==> src/rtl/curr_blk_fetch.sv <==
// Block-fetch stage: walks one BLKxBLK block of the current-frame memory in raster
// order and presents each pixel through a one-entry valid/ready output register.
//
//   state  | meaning
//   IDLE   | waiting for start_i; read address parked at 0
//   FETCH  | capturing pixels into the output register as it frees up
//   DRAIN  | last pixel captured, waiting for its handshake
module curr_blk_fetch #(
  parameter int IMG_W = 16,
  parameter int BLK   = 4,
  parameter int DW    = 8,
  parameter int AW    = 8,
  localparam int CW   = $clog2(IMG_W / BLK),
  localparam int IW   = $clog2(BLK * BLK)
) (
  input  logic          clk_i,
  input  logic          rst_i,
  input  logic          start_i,
  input  logic [CW-1:0] blk_x_i,
  input  logic [CW-1:0] blk_y_i,
  output logic          busy_o,
  output logic          done_o,
  output logic [AW-1:0] mem_raddr_o,
  input  logic [DW-1:0] mem_rdata_i,
  output logic          pix_valid_o,
  input  logic          pix_ready_i,
  output logic [DW-1:0] pix_data_o,
  output logic [IW-1:0] pix_idx_o,
  output logic          pix_last_o
);

  localparam int BW = (BLK > 1) ? $clog2(BLK) : 1;
  localparam logic [BW-1:0] LAST_RC = BW'(BLK - 1);

  typedef enum logic [1:0] {
    S_IDLE  = 2'd0,
    S_FETCH = 2'd1,
    S_DRAIN = 2'd2
  } state_t;

  state_t        r_state;
  logic [CW-1:0] r_bx;
  logic [CW-1:0] r_by;
  logic [BW-1:0] r_row;
  logic [BW-1:0] r_col;
  logic          r_busy;
  logic          r_done;
  logic          r_valid;
  logic [DW-1:0] r_data;
  logic [IW-1:0] r_idx;
  logic          r_last;

  logic [AW-1:0] w_row_abs;
  logic [AW-1:0] w_col_abs;
  logic          w_capture;
  logic          w_last_rc;

  assign w_row_abs   = AW'(r_by) * AW'(BLK) + AW'(r_row);
  assign w_col_abs   = AW'(r_bx) * AW'(BLK) + AW'(r_col);
  assign mem_raddr_o = (r_state == S_IDLE) ? '0 : (w_row_abs * AW'(IMG_W) + w_col_abs);

  // Output register is free when empty or being drained this very edge.
  assign w_capture = !r_valid || pix_ready_i;
  assign w_last_rc = (r_row == LAST_RC) && (r_col == LAST_RC);

  always_ff @(posedge clk_i or posedge rst_i) begin
    if (rst_i) begin
      r_state <= S_IDLE;
      r_bx    <= '0;
      r_by    <= '0;
      r_row   <= '0;
      r_col   <= '0;
      r_busy  <= 1'b0;
      r_done  <= 1'b0;
      r_valid <= 1'b0;
      r_data  <= '0;
      r_idx   <= '0;
      r_last  <= 1'b0;
    end else begin
      r_done <= 1'b0;
      case (r_state)
        S_IDLE: begin
          if (start_i) begin
            r_bx    <= blk_x_i;
            r_by    <= blk_y_i;
            r_row   <= '0;
            r_col   <= '0;
            r_busy  <= 1'b1;
            r_state <= S_FETCH;
          end
        end
        S_FETCH: begin
          if (w_capture) begin
            r_data  <= mem_rdata_i;
            r_idx   <= {r_row, r_col};
            r_last  <= w_last_rc;
            r_valid <= 1'b1;
            if (r_col == LAST_RC) begin
              r_col <= '0;
              r_row <= r_row + BW'(1);
            end else begin
              r_col <= r_col + BW'(1);
            end
            if (w_last_rc) begin
              r_state <= S_DRAIN;
            end
          end
        end
        S_DRAIN: begin
          if (r_valid && pix_ready_i) begin
            r_valid <= 1'b0;
            r_last  <= 1'b0;
            r_done  <= 1'b1;
            r_busy  <= 1'b0;
            r_state <= S_IDLE;
          end
        end
        default: begin
          r_state <= S_IDLE;
          r_busy  <= 1'b0;
          r_valid <= 1'b0;
        end
      endcase
    end
  end

  assign busy_o      = r_busy;
  assign done_o      = r_done;
  assign pix_valid_o = r_valid;
  assign pix_data_o  = r_data;
  assign pix_idx_o   = r_idx;
  assign pix_last_o  = r_last;

endmodule

==> config.mk <==
export PLATFORM = sky130hd
export DESIGN_NAME = curr_blk_fetch
export DESIGN_NICKNAME = d
export VERILOG_FILES = /design/src/rtl/curr_blk_fetch.sv
export SDC_FILE = /design/constraint.sdc
export NUM_CORES = 1
export LEC_CHECK = 0
export ABC_AREA = 1
export CAP_MARGIN = 20
export CELL_PAD_IN_SITES_DETAIL_PLACEMENT = 0
export CELL_PAD_IN_SITES_GLOBAL_PLACEMENT = 1
export CORE_UTILIZATION = 34
export DETAILED_ROUTE_END_ITERATION = 8
export PLACE_DENSITY_LB_ADDON = 0.1
export SLEW_MARGIN = 20
export SYNTH_ARGS = -nofsm -noshare
export SYNTH_HDL_FRONTEND = slang
export SYNTH_SLANG_ARGS = --single-unit
==> constraint.sdc <==
create_clock -name clk_i -period 2.3 [get_ports clk_i]
set_input_delay 0.69 -clock clk_i [delete_from_list [all_inputs] [get_ports clk_i]]
set_output_delay 0.69 -clock clk_i [all_outputs]
set_load 0.005 [all_outputs]
## Word level (Yosys, flattened, before mapping)

Cells that the tools add are included.

- Divide/modulo/power cells: 0
- Shift operators: 0
- Mux-type cells: 22
- Magnitude comparators: 0
- Eq/ne operators: 9
- Multipliers: 0
- Bitwise operators: 2
- Reduce and logical (&&, ||, !) cells: 15
- Add/subtract/negate cells: 5

Operators with widths:

| operator | number |
|---|---|
| 2-bit 2-to-1 mux | 9 |
| 3-bit AND reduction | 4 |
| 2-bit != test, second input constant | 5 |
| 8-bit by 5-bit adder with 8-bit output | 1 |
| 8-bit 2-to-1 mux | 1 |
| 2-bit one-hot mux with 2 select lines | 2 |
| 4-bit AND reduction | 2 |
| 2-bit equality test, second input constant | 3 |
| 1-bit 2-to-1 mux | 6 |
| 1-bit one-hot mux with 3 select lines | 2 |
| 2-bit one-hot mux with 3 select lines | 1 |
| 4-bit by 2-bit adder with 5-bit output | 1 |
| 2-bit by 1-bit adder with 2-bit output, second input constant | 2 |
| 4-bit by 2-bit adder with 4-bit output | 1 |
| 2-bit AND reduction | 2 |
| 2-bit nonzero test | 2 |
| 2-bit by 1-bit equality test with 1-bit output, second input constant | 1 |
| 1-bit logical AND | 2 |
| 2-bit logical NOT | 1 |
| 1-bit NOT | 2 |
| 1-bit one-hot mux with 2 select lines | 1 |
| 1-bit logical NOT | 1 |
| 1-bit logical OR | 1 |

- Register bits: 26
- Output and inout port bits: 24
- RAM bits: 0
- Bits of input ports: 16
- Latch bits: 0
- ROM bits: 0
- Memories kept: 0

## Longest topological paths before layout

- Depth after elaboration: 5
- Depth in mapped cells: 7

## Worst setup path after synthesis

OpenSTA, ideal clock, no wires.

- Kind: register to output
- From: register r_state[0]
- To: output mem_raddr_o[0]
- Setup slack: 822 ps
- Arrival: 788 ps
- Stages on the path, launching flop included: 3
- Required time: 1,610 ps
- Path buffers: 0
- Cell sequence: dfrtp_1 nor2_2 nor2_1

- Cells in the longest elaborated chain, start to end: 2

RTL lines:

| element | RTL line | source |
|---|---|---|
| start, declared | 41 | `state_t r_state;` |
| start signal, assigned | 68 | `r_state <= S_IDLE;` |
| start signal, assigned | 89 | `r_state <= S_FETCH;` |
| start signal, assigned | 105 | `r_state <= S_DRAIN;` |
| 2-bit logical NOT | 60 | `assign mem_raddr_o = (r_state == S_IDLE) ? '0 : (w_row_abs * AW'(IMG_W) + w_col_abs);` |
| 8-bit 2-to-1 mux | 60 |  |
| end, declared | 23 | `output logic [AW-1:0] mem_raddr_o,` |

Every way passes these cells.

## Final worst setup path

- From: register r_state[0]
- To: output mem_raddr_o[1]

Same word-level chain as after synthesis.

==> flow_summary.yaml <==
run_status:
  status: "complete, no violations"
placed_design:
  hpwl_um: 1920
  dp_cells: 224
  dpl_cell_area_um2: 1610
  place_congestion: 0.811
  io_buffers: 39
worst_setup_path:
  cp-startpoint: "r_state[0]"
  path_class: "register to output pin"
  critical-path-slowest-cell: "dfrtp_2"
  reg2reg_from: "r_state[0]"
  cp_cell_sequence: "nor2_4 -> nor2_1 -> clkdlybuf4s50_1"
  start_kind: "register"
  cpPeakStageDelay_ns: 0.48
  crit_required_ns: 1.61
  ff2ff_path_depth: 7
  endpoint_kind: "output pin"
  cp.arrival_ns: 1.52
  worst-path-max-fanout: 5
flow_run:
  drv_cap: 0
floorplan:
  num_rows: 20
  chipHeight_um: 60.7
  die_area_um2: 3680
  pin_count: 40
  initial_core_util_pct: 37.1
  core_um2: 3150
  die_w_um: 60.7
routing:
  firstDrtPassIters: 4
  drtIter0Drc: 19
  vias: 1046
  drc: 0
  wl_um: 2620
  routed_via_density: 4.51
  final_antenna_net_count: 0
  wl_per_cell_um: 11.3
worst_hold_path:
  holdCritStartpoint: "pix_data_o[6]"
  hold_path.class: "register to register"
  holdPathStages: 2
logic_synthesis:
  syn_inst: 140
  synth_area_per_cell_um2: 8.37
  synth-seq-area-share_pct: 55.6
  yosysTopAreaCell: "dfrtp_1"
  synth_nets: 158
  ys_warn_count: 0
  synth_cell_types: 18
  synth_top_area_share_pct: 55.6
  yosys_register_bits: 26
  ys_top_cells_by_area: "dfrtp_1, nand2_1, inv_1, o21ai_0, nor2_1"
  synth_area_um2: 1170
sta:
  tightestPinTransition_ns: 0.327
  setup_viol: 0
  grt_setup_unrepaired: "no"
  slew_headroom_pct: 78.2
  max_freq_ghz: 0.452
  hold_viol: 0
  timing.setup.tns_ns: 0
  finalMaxSlewViolations: 0
  min_period_ns: 2.21
  fin_skew_ns: 0.00138
  timing.final.crit_share_pct: 96.2
clock_tree:
  cts_tree: "yes"
  cts_buffers: 3
  clock_sinks: 26
  clockBufferDepth: 2
  h-tree-depth: 1
  postCtsHoldBufs: 0
  cts.clk_slew.worst_paths_ns: 0.14
  insertion_delay_ns: 0.33
  cts_root_buf: "clkbuf_4"
layout:
  instances_no_fill: 232
  antennaDiodeCount: 0
  nets: 207
  drive_gt1_share_pct: 11.7
  finalCoreUtilization_pct: 54.2
  area_growth_pct: 45.9
  stdcell_area_um2: 1710
power:
  powerDensity_nw_per_um2: 1080
  ir_worst_vdd_mv: 0.466
  fin_total_pwr_w: 0.00185
  p_leak_nw: 0.868
global_route:
  grt-ovfl-total: 0
  antenna_found_initial: 0
  grt_pass1_vias: 1013
  grt_max_degree: 27
  grt_usage_pct: 16.4
  grt_pass1_wl_um: 4340
-- cell usage after synthesis --
master,number
o21ai_0,10
clkinv_1,1
a21oi_1,1
buf_8,1
nor2_1,12
o21ai_2,1
nor2_2,2
nand3_2,1
dfrtp_1,26
nor3_1,1
inv_2,1
buf_6,1
nand3_1,6
ha_1,2
inv_1,18
nand2_1,49
nand2_2,4
nand4_1,3
-- timing repair --
item / 4_1_cts / 5_1_grt
setup buffers: 1 / 2
setup endpoints to repair: 8 / 5
pin swaps: 1 / 1
cloned: 1 / 0
gates resized for setup: 4 / 1
-- per-stage QoR --
| stage | setup WS [ns] | hold slack (ns) |
|---|---|---|
| floorplan | 0.822 | 0.464 |
| global placement | 0.233 | 0.461 |
| detailed placement | 0.188 | 0.466 |
| CTS | 0.0345 | 0.502 |
| global route | 0.00241 | 0.531 |
| finish | 0.0877 | 0.499 |
-- report_power, final --
| group | total (W) | switching, W | internal, W |
|---|---|---|---|
| clock | 0.000317 | 0.000141 | 0.000177 |
| combinational | 0.000800 | 0.000344 | 0.000456 |
| sequential | 0.000729 | 0.000105 | 0.000624 |
-- worst max-delay path: cells and delay by family (launching register included) --
| family | cells | cell delay (ns) |
|---|---|---|
| flops | 1 | 0.48 |
| buf+inv | 1 | 0.44 |
| simple gates | 2 | 0.27 |
-- final cells by class --
cell class              instances  area, um2
fillers                       310       1440
flip-flops and latches         26        653
repair buffers                 45        438
multi-input cells              93        435
inverters                      20       75.1
well taps                      44       55.1
clock inverters                 1       30.0
clock buffers                   3       22.5
-- cells by family after synthesis --
| kind of cell | Yosys count | share of synthesized area [%] |
|---|---|---|
| buf+inv | 22 | 8.65 |
| flops | 26 | 55.6 |
| simple gates | 78 | 28.2 |
| fa+ha+maj | 2 | 2.14 |
| compound gates | 12 | 5.45 |
-- registers in the layout, summed over array words and instances, names as in the netlist --
register,cells
busy_o,1
done_o,1
pix_data_o,8
pix_idx_o,4
pix_last_o,1
pix_valid_o,1
r_bx,2
r_by,2
r_col,2
r_row,2
r_state,2
-- placed cells by master (no fill, tap or decap), drive strengths merged --
cell and n:
bufinv 1, nand4 3, nor2 15, clkdlybuf4s50 38, clkinv 1, clkbuf 3, o21ai 11, dlymetal6s2s 1
ha 2, nand3 7, inv 19, a21oi 1, nor3 1, buf 6, dfrtp 26, nand2 53
-- routing by layer --
layer / vias to the layer above / part of all wire (%) / global-route usage, %
li1: 526 / - / -
met5: - / 0 / 0
met4: 0 / 1.9 / 8.12
met2: 36 / 47 / 28.4
met3: 5 / 4.5 / 2.56
met1: 479 / 46 / 19.8
-- path summary, 6_finish.rpt --
| kind | slack, ns | endpoint |
|---|---|---|
| setup / recovery | 0.09 | mem_raddr_o[1] |
| hold / removal | 0.50 | pix_data_o[6] |
| setup reg to reg | 0.85 | pix_last_o |
| hold reg to reg | 0.50 | pix_data_o[6] |
| max in group asynchronous | 1.35 | r_state[1] |
| min in group asynchronous | 0.68 | r_bx[0] |
Power figures use the tool's default switching activity.
